==> config.mk <==
export PLATFORM = sky130hd
export DESIGN_NAME = tea_key_search
export DESIGN_NICKNAME = d
export VERILOG_FILES = /design/src/rtl/tea_pkg.sv /design/src/rtl/tea_key_search.sv
export SDC_FILE = /design/constraint.sdc
export NUM_CORES = 1
export LEC_CHECK = 0
export CORE_AREA = 4 4 229 231
export CTS_CLUSTER_DIAMETER = 30
export CTS_CLUSTER_SIZE = 24
export DETAILED_ROUTE_END_ITERATION = 6
export DIE_AREA = 0 0 233 235
export PLACE_DENSITY = 0.75
export RECOVER_POWER = 25
export SYNTH_ARGS = -nofsm -noshare
export SYNTH_HDL_FRONTEND = slang
export SYNTH_SLANG_ARGS = --single-unit
==> constraint.sdc <==
create_clock -name clk -period 5 [get_ports clk]
set_input_delay 1 -clock clk [delete_from_list [all_inputs] [get_ports clk]]
set_output_delay 1 -clock clk [all_outputs]
set_load 0.01 [all_outputs]
==> src/rtl/tea_pkg.sv <==
// tea_pkg: widths and search FSM states shared by tea_key_search and tea_asmd
package tea_pkg;
    localparam int KEY_W   = 128;
    localparam int BLOCK_W = 64;
    typedef enum logic [1:0] {IDLE, ISSUE, WAIT, DONE} search_state_t;
endpackage

==> src/rtl/tea_key_search.sv <==
// tea_key_search: brute-force key search driving one tea_asmd core over a contiguous key range
module tea_key_search
    import tea_pkg::*;
#(
    parameter int CNT_W       = 32,
    parameter int TIMEOUT_CYC = 256
) (
    input  logic               clk,
    input  logic               rst,
    input  logic               ena,
    input  logic               search_start,
    input  logic               abort,
    input  logic [KEY_W-1:0]   key_base,
    input  logic [CNT_W-1:0]   key_count,
    input  logic [BLOCK_W-1:0] cipher,
    output logic               core_start,
    output logic [KEY_W-1:0]   core_key,
    output logic [BLOCK_W-1:0] core_data,
    input  logic               core_rdy,
    input  logic               core_valid,
    output logic               busy,
    output logic               done,
    output logic               found,
    output logic               timeout_err,
    output logic [KEY_W-1:0]   found_key,
    output logic [CNT_W-1:0]   tried
);
    localparam int WW = $clog2(TIMEOUT_CYC + 1);

    search_state_t    state, state_next;
    logic [CNT_W-1:0] count_r, idx;
    logic [WW-1:0]    wait_cnt;
    logic             last, tmo;

    assign last = (idx + CNT_W'(1)) == count_r;
    assign tmo  = !core_rdy && (wait_cnt == WW'(TIMEOUT_CYC - 1));

    // state register; ena freezes the FSM
    always_ff @(posedge clk or negedge rst) begin
        if (!rst)
            state <= IDLE;
        else if (ena)
            state <= state_next;
    end

    // next state; abort outranks a same-cycle rdy, rdy is only looked at in WAIT
    always_comb begin
        state_next = state;
        case (state)
            IDLE:  if (search_start) state_next = (key_count == '0) ? DONE : ISSUE;
            ISSUE: state_next = abort ? DONE : WAIT;
            WAIT:  if (abort || tmo || (core_rdy && (core_valid || last))) state_next = DONE;
                   else if (core_rdy) state_next = ISSUE;
            DONE:  state_next = IDLE;
        endcase
    end

    // registered outputs and datapath; the candidate key advances by increment, wrapping mod 2^128
    always_ff @(posedge clk or negedge rst) begin
        if (!rst) begin
            core_start  <= 1'b0;
            core_key    <= '0;
            core_data   <= '0;
            busy        <= 1'b0;
            done        <= 1'b0;
            found       <= 1'b0;
            timeout_err <= 1'b0;
            found_key   <= '0;
            tried       <= '0;
            count_r     <= '0;
            idx         <= '0;
            wait_cnt    <= '0;
        end else if (ena) begin
            core_start <= state_next == ISSUE;
            busy       <= state_next != IDLE;
            done       <= state_next == DONE;
            case (state)
                IDLE: if (search_start) begin
                    count_r     <= key_count;
                    core_key    <= key_base;
                    core_data   <= cipher;
                    found       <= 1'b0;
                    timeout_err <= 1'b0;
                    found_key   <= '0;
                    tried       <= '0;
                    idx         <= '0;
                end
                ISSUE: wait_cnt <= '0;
                WAIT: if (!abort) begin
                    if (core_rdy) begin
                        tried <= tried + CNT_W'(1);
                        if (core_valid) begin
                            found     <= 1'b1;
                            found_key <= core_key;
                        end else if (!last) begin
                            idx      <= idx + CNT_W'(1);
                            core_key <= core_key + KEY_W'(1);
                        end
                    end else if (tmo)
                        timeout_err <= 1'b1;
                    else
                        wait_cnt <= wait_cnt + WW'(1);
                end
                default: ;
            endcase
        end
    end
endmodule
==> run metrics, run 1 <==
failing checks=capacitance limit, slew limit; Rel. slew slack=-118%; Min Clock Period, post-route=4.28 ns; Power Density=602 mW/mm^2; Main synth FF type=dfrtp_1; final hold viol count=0; post-synth cell types=69; worst skew pair latency=0.65 ns; core outline area=0.0501 mm^2; #FFs+latches synth=432; Syn Inst Count=around 2500; worst r2r path cells=9; initial antenna violation count=15; CTS sink cnt=~430; Post-synth EDFFs=0; reg-to-reg slack, setup=0.72 ns; Non-Filler Instances=about 3800; TritonCTS Buffers=103; via count=23280; family with the most delay on the worst path=simple AND/OR/NAND/NOR gates; routed len/inst=23.7 um; synth top area cells=dfrtp_1 (48%), nand2_1 (7.3%), a22o_1 (4.9%); synth warn=0; via/cell ratio=6.15; Final Slew Violations=120; Critical Path AT=~4.8 ns; gpl congestion=roughly 0.92; Worst Hold Path EP=core_data[42]; Buffers on Ports=587; PostCTS Resize Cnt=0; Min-Delay Path Depth=2; Max Buffers Root-to-Sink=3; Inst Count DP=3582; die extent in x=around 230 um; vias in the first global route=between 20000 and 25000; worst vdd ir=0.418 mV; H-tree level count=3; asr flop ratio synth=100%; Detailed Routing Iterations Pass 1=6; final net count=3251; Leak Pwr=around 13 nW; hold_buf cts=0; Reg2Reg Capture Point=core_key[60]; most frequent cell after synthesis=nand2_1; critical path required time=between 5 and 6 ns; Synth area leader=dfrtp_1; most common library cells after synthesis=nand2_1 (437), dfrtp_1 (432), nor2_1 (184); Final Setup Violations=0; Crit path buffers/inverters=1; IO Pins=588; HP Start=core_data[42]; cells along the critical path=nand3_2 -> or4_4 -> or4_4 -> a211oi_1 -> nand4b_1 -> nor4b_2 -> nand2b_4 -> buf_12 -> o21ai_0; DRC viols=0; syn nets=2743; layout cell share with drive strength beyond 1=8.19%; critical path's slowest cell=or4_4; Pwr Total=19.6 mW; area grow syn2layout=44.9%; setup bufs post-CTS=0; Root Buffer=clkbuf_16; die outline area=0.0548 mm^2; RSZ-0062 raised after global routing=no; Final period util=85.6%; Fmax=0.234 GHz; DRT iter0 DRCs=2869; largest net degree at the start of global routing=roughly 210; setup_tns=0 ns; Synth top area share=48.0%; hpwl dp=60800 um; maxcap violations=1; Starting Density=45.0%; WL final=89600 um; CTS tree=built; Slew @ Worst Pin=3.27 ns; first-pass GRT wire length=137000 um; Crit path top cell by count=or4_4; Hold WS=0.473 ns; CP Class=reg2reg; GRT Residual Overflow=0; die height=roughly 240 um; Final ANT Viol Nets=0; CP Capture Type=flop; worst min-delay path class=reg2reg; gr usage total=a little under a third; slowest stage delay, CP=0.61 ns; CP Max Fanout=76; Startpoint Class=flop; Clk pin slew, worst setup/hold paths=0.04 ns; Post-Syn Area=~0.023 mm^2; skew final=0.0336 ns; status=finished, violations left; register area share after synthesis=a little under half; FF-to-FF Start=idx[5]; syn avg cell area=8.99 um^2; FP Rows=82
==> layout make-up <==
type,instances,area (um^2)
clock buffers,127,2860
well taps,672,841
repair buffers,620,6310
fillers,3992,17400
inverters,22,82.6
flip-flops and latches,432,10800
multi-input cells,1836,10800
diodes,10,25.0
clock inverters,65,882
==> report_power, final <==
group / switching, mW / total, mW / internal [mW]
Combinational: 3.32 / 6.47 / 3.15
Clock: 2.24 / 7.13 / 4.89
Sequential: 1.39 / 6.04 / 4.65
==> worst max-delay path by stage <==
stage,cells after the start,slack [ns],startpoint,endpoint
floorplan,10,1.74,idx[0],core_key[1]
global placement,9,0.83,idx[4],core_key[46]
detailed placement,9,0.77,idx[4],idx[10]
CTS,9,0.72,idx[4],core_key[60]
global route,2,0.27,rst,core_data[61]
finish,9,0.72,idx[5],core_key[60]
==> layout by cell type, fill, tap and decap left out, types with 12 or more instances in the layout <==
| cell | instances |
|---|---|
| clkdlybuf4s50_1 | 586 |
| nand2_1 | 434 |
| dfrtp_1 | 432 |
| nor2_1 | 182 |
| a22o_1 | 127 |
| a21oi_1 | 121 |
| nor3_1 | 111 |
| clkbuf_16 | 106 |
| o21ai_0 | 85 |
| nand3_1 | 83 |
| o311ai_0 | 74 |
| nand4_1 | 65 |
| a31oi_1 | 54 |
| xor2_1 | 46 |
| and3_1 | 42 |
| a211oi_1 | 41 |
| o22ai_1 | 39 |
| o32a_1 | 38 |
| nor4_1 | 37 |
| xnor2_1 | 28 |
| inv_1 | 21 |
| and4_1 | 18 |
| o41ai_1 | 18 |
| buf_4 | 17 |
| bufinv_16 | 16 |
| or4_1 | 15 |
| clkinv_2 | 15 |
| buf_12 | 15 |
| or3_1 | 14 |
| clkinvlp_4 | 14 |
| clkbuf_8 | 13 |
| o211ai_1 | 12 |
| o31a_1 | 12 |
==> worst reg2reg max path, stage by stage, from the launching register on <==
cell and delay [ns]:
dfrtp_1 0.53, nand3_2 0.37, or4_4 0.61, or4_4 0.54, a211oi_1 0.27, nand4b_1 0.27
nor4b_2 0.52, nand2b_4 0.42, buf_12 0.35, o21ai_0 0.24
==> logic make-up (layout without fill, tap and decap cells) <==
kind of cell    after synthesis  in the layout  synth area share [%]
mux                          10             10                 0.472
fa+ha+maj                     5              5                 0.278
xor+xnor                     74             74                  2.88
compound gates              672            672                  21.4
flops                       432            432                  48.0
other cells                   0             10                     0
simple gates               1075           1075                  22.7
buf+inv                     239            834                  4.30
==> routing by layer <==
layer / share of wire, % / track usage [%] / routed length (um)
met5: 0.088 / 0 / 79
met4: 3.0 / 10.7 / 2700
met1: 39 / 40.6 / 35300
met3: 9.9 / 9.00 / 8840
met2: 48 / 50.8 / 42700
==> sequential cells by signal, indices dropped and copies added (netlist names), 2 cells and up <==
register	count
core_key	128
wait_cnt	9
count_r	32
state	2
found_key	128
core_data	64
idx	32
tried	32
==> stage by stage <==
stage	cell area, um^2	utilization [%]	worst slack [ns]
6_report	32600	65.2	0.719
5_1_grt	32600	65.2	0.270
4_1_cts	32600	65.2	0.723
3_5_place_dp	28900	57.7	0.768
3_3_place_gp	28900	57.7	0.833
2_1_floorplan	22500	-	1.74
Note: power is estimated with default switching activity, not from simulation.
==> run 2: changes to the inputs <==
--- a/config.mk
+++ b/config.mk
@@ -17 +17,2 @@
 export SYNTH_SLANG_ARGS = --single-unit
+export TNS_END_PERCENT = 50
--- a/constraint.sdc
+++ b/constraint.sdc
@@ -3,2 +3,2 @@
 set_output_delay 1 -clock clk [all_outputs]
-set_load 0.01 [all_outputs]
+set_load 0.005 [all_outputs]
==> results of run 2 <==
Same layout as run 1 (identical final DEF). Status: finished, violations left: capacitance limit, slew limit.
Among the figures that moved: total power 19.6 mW -> 19.3 mW
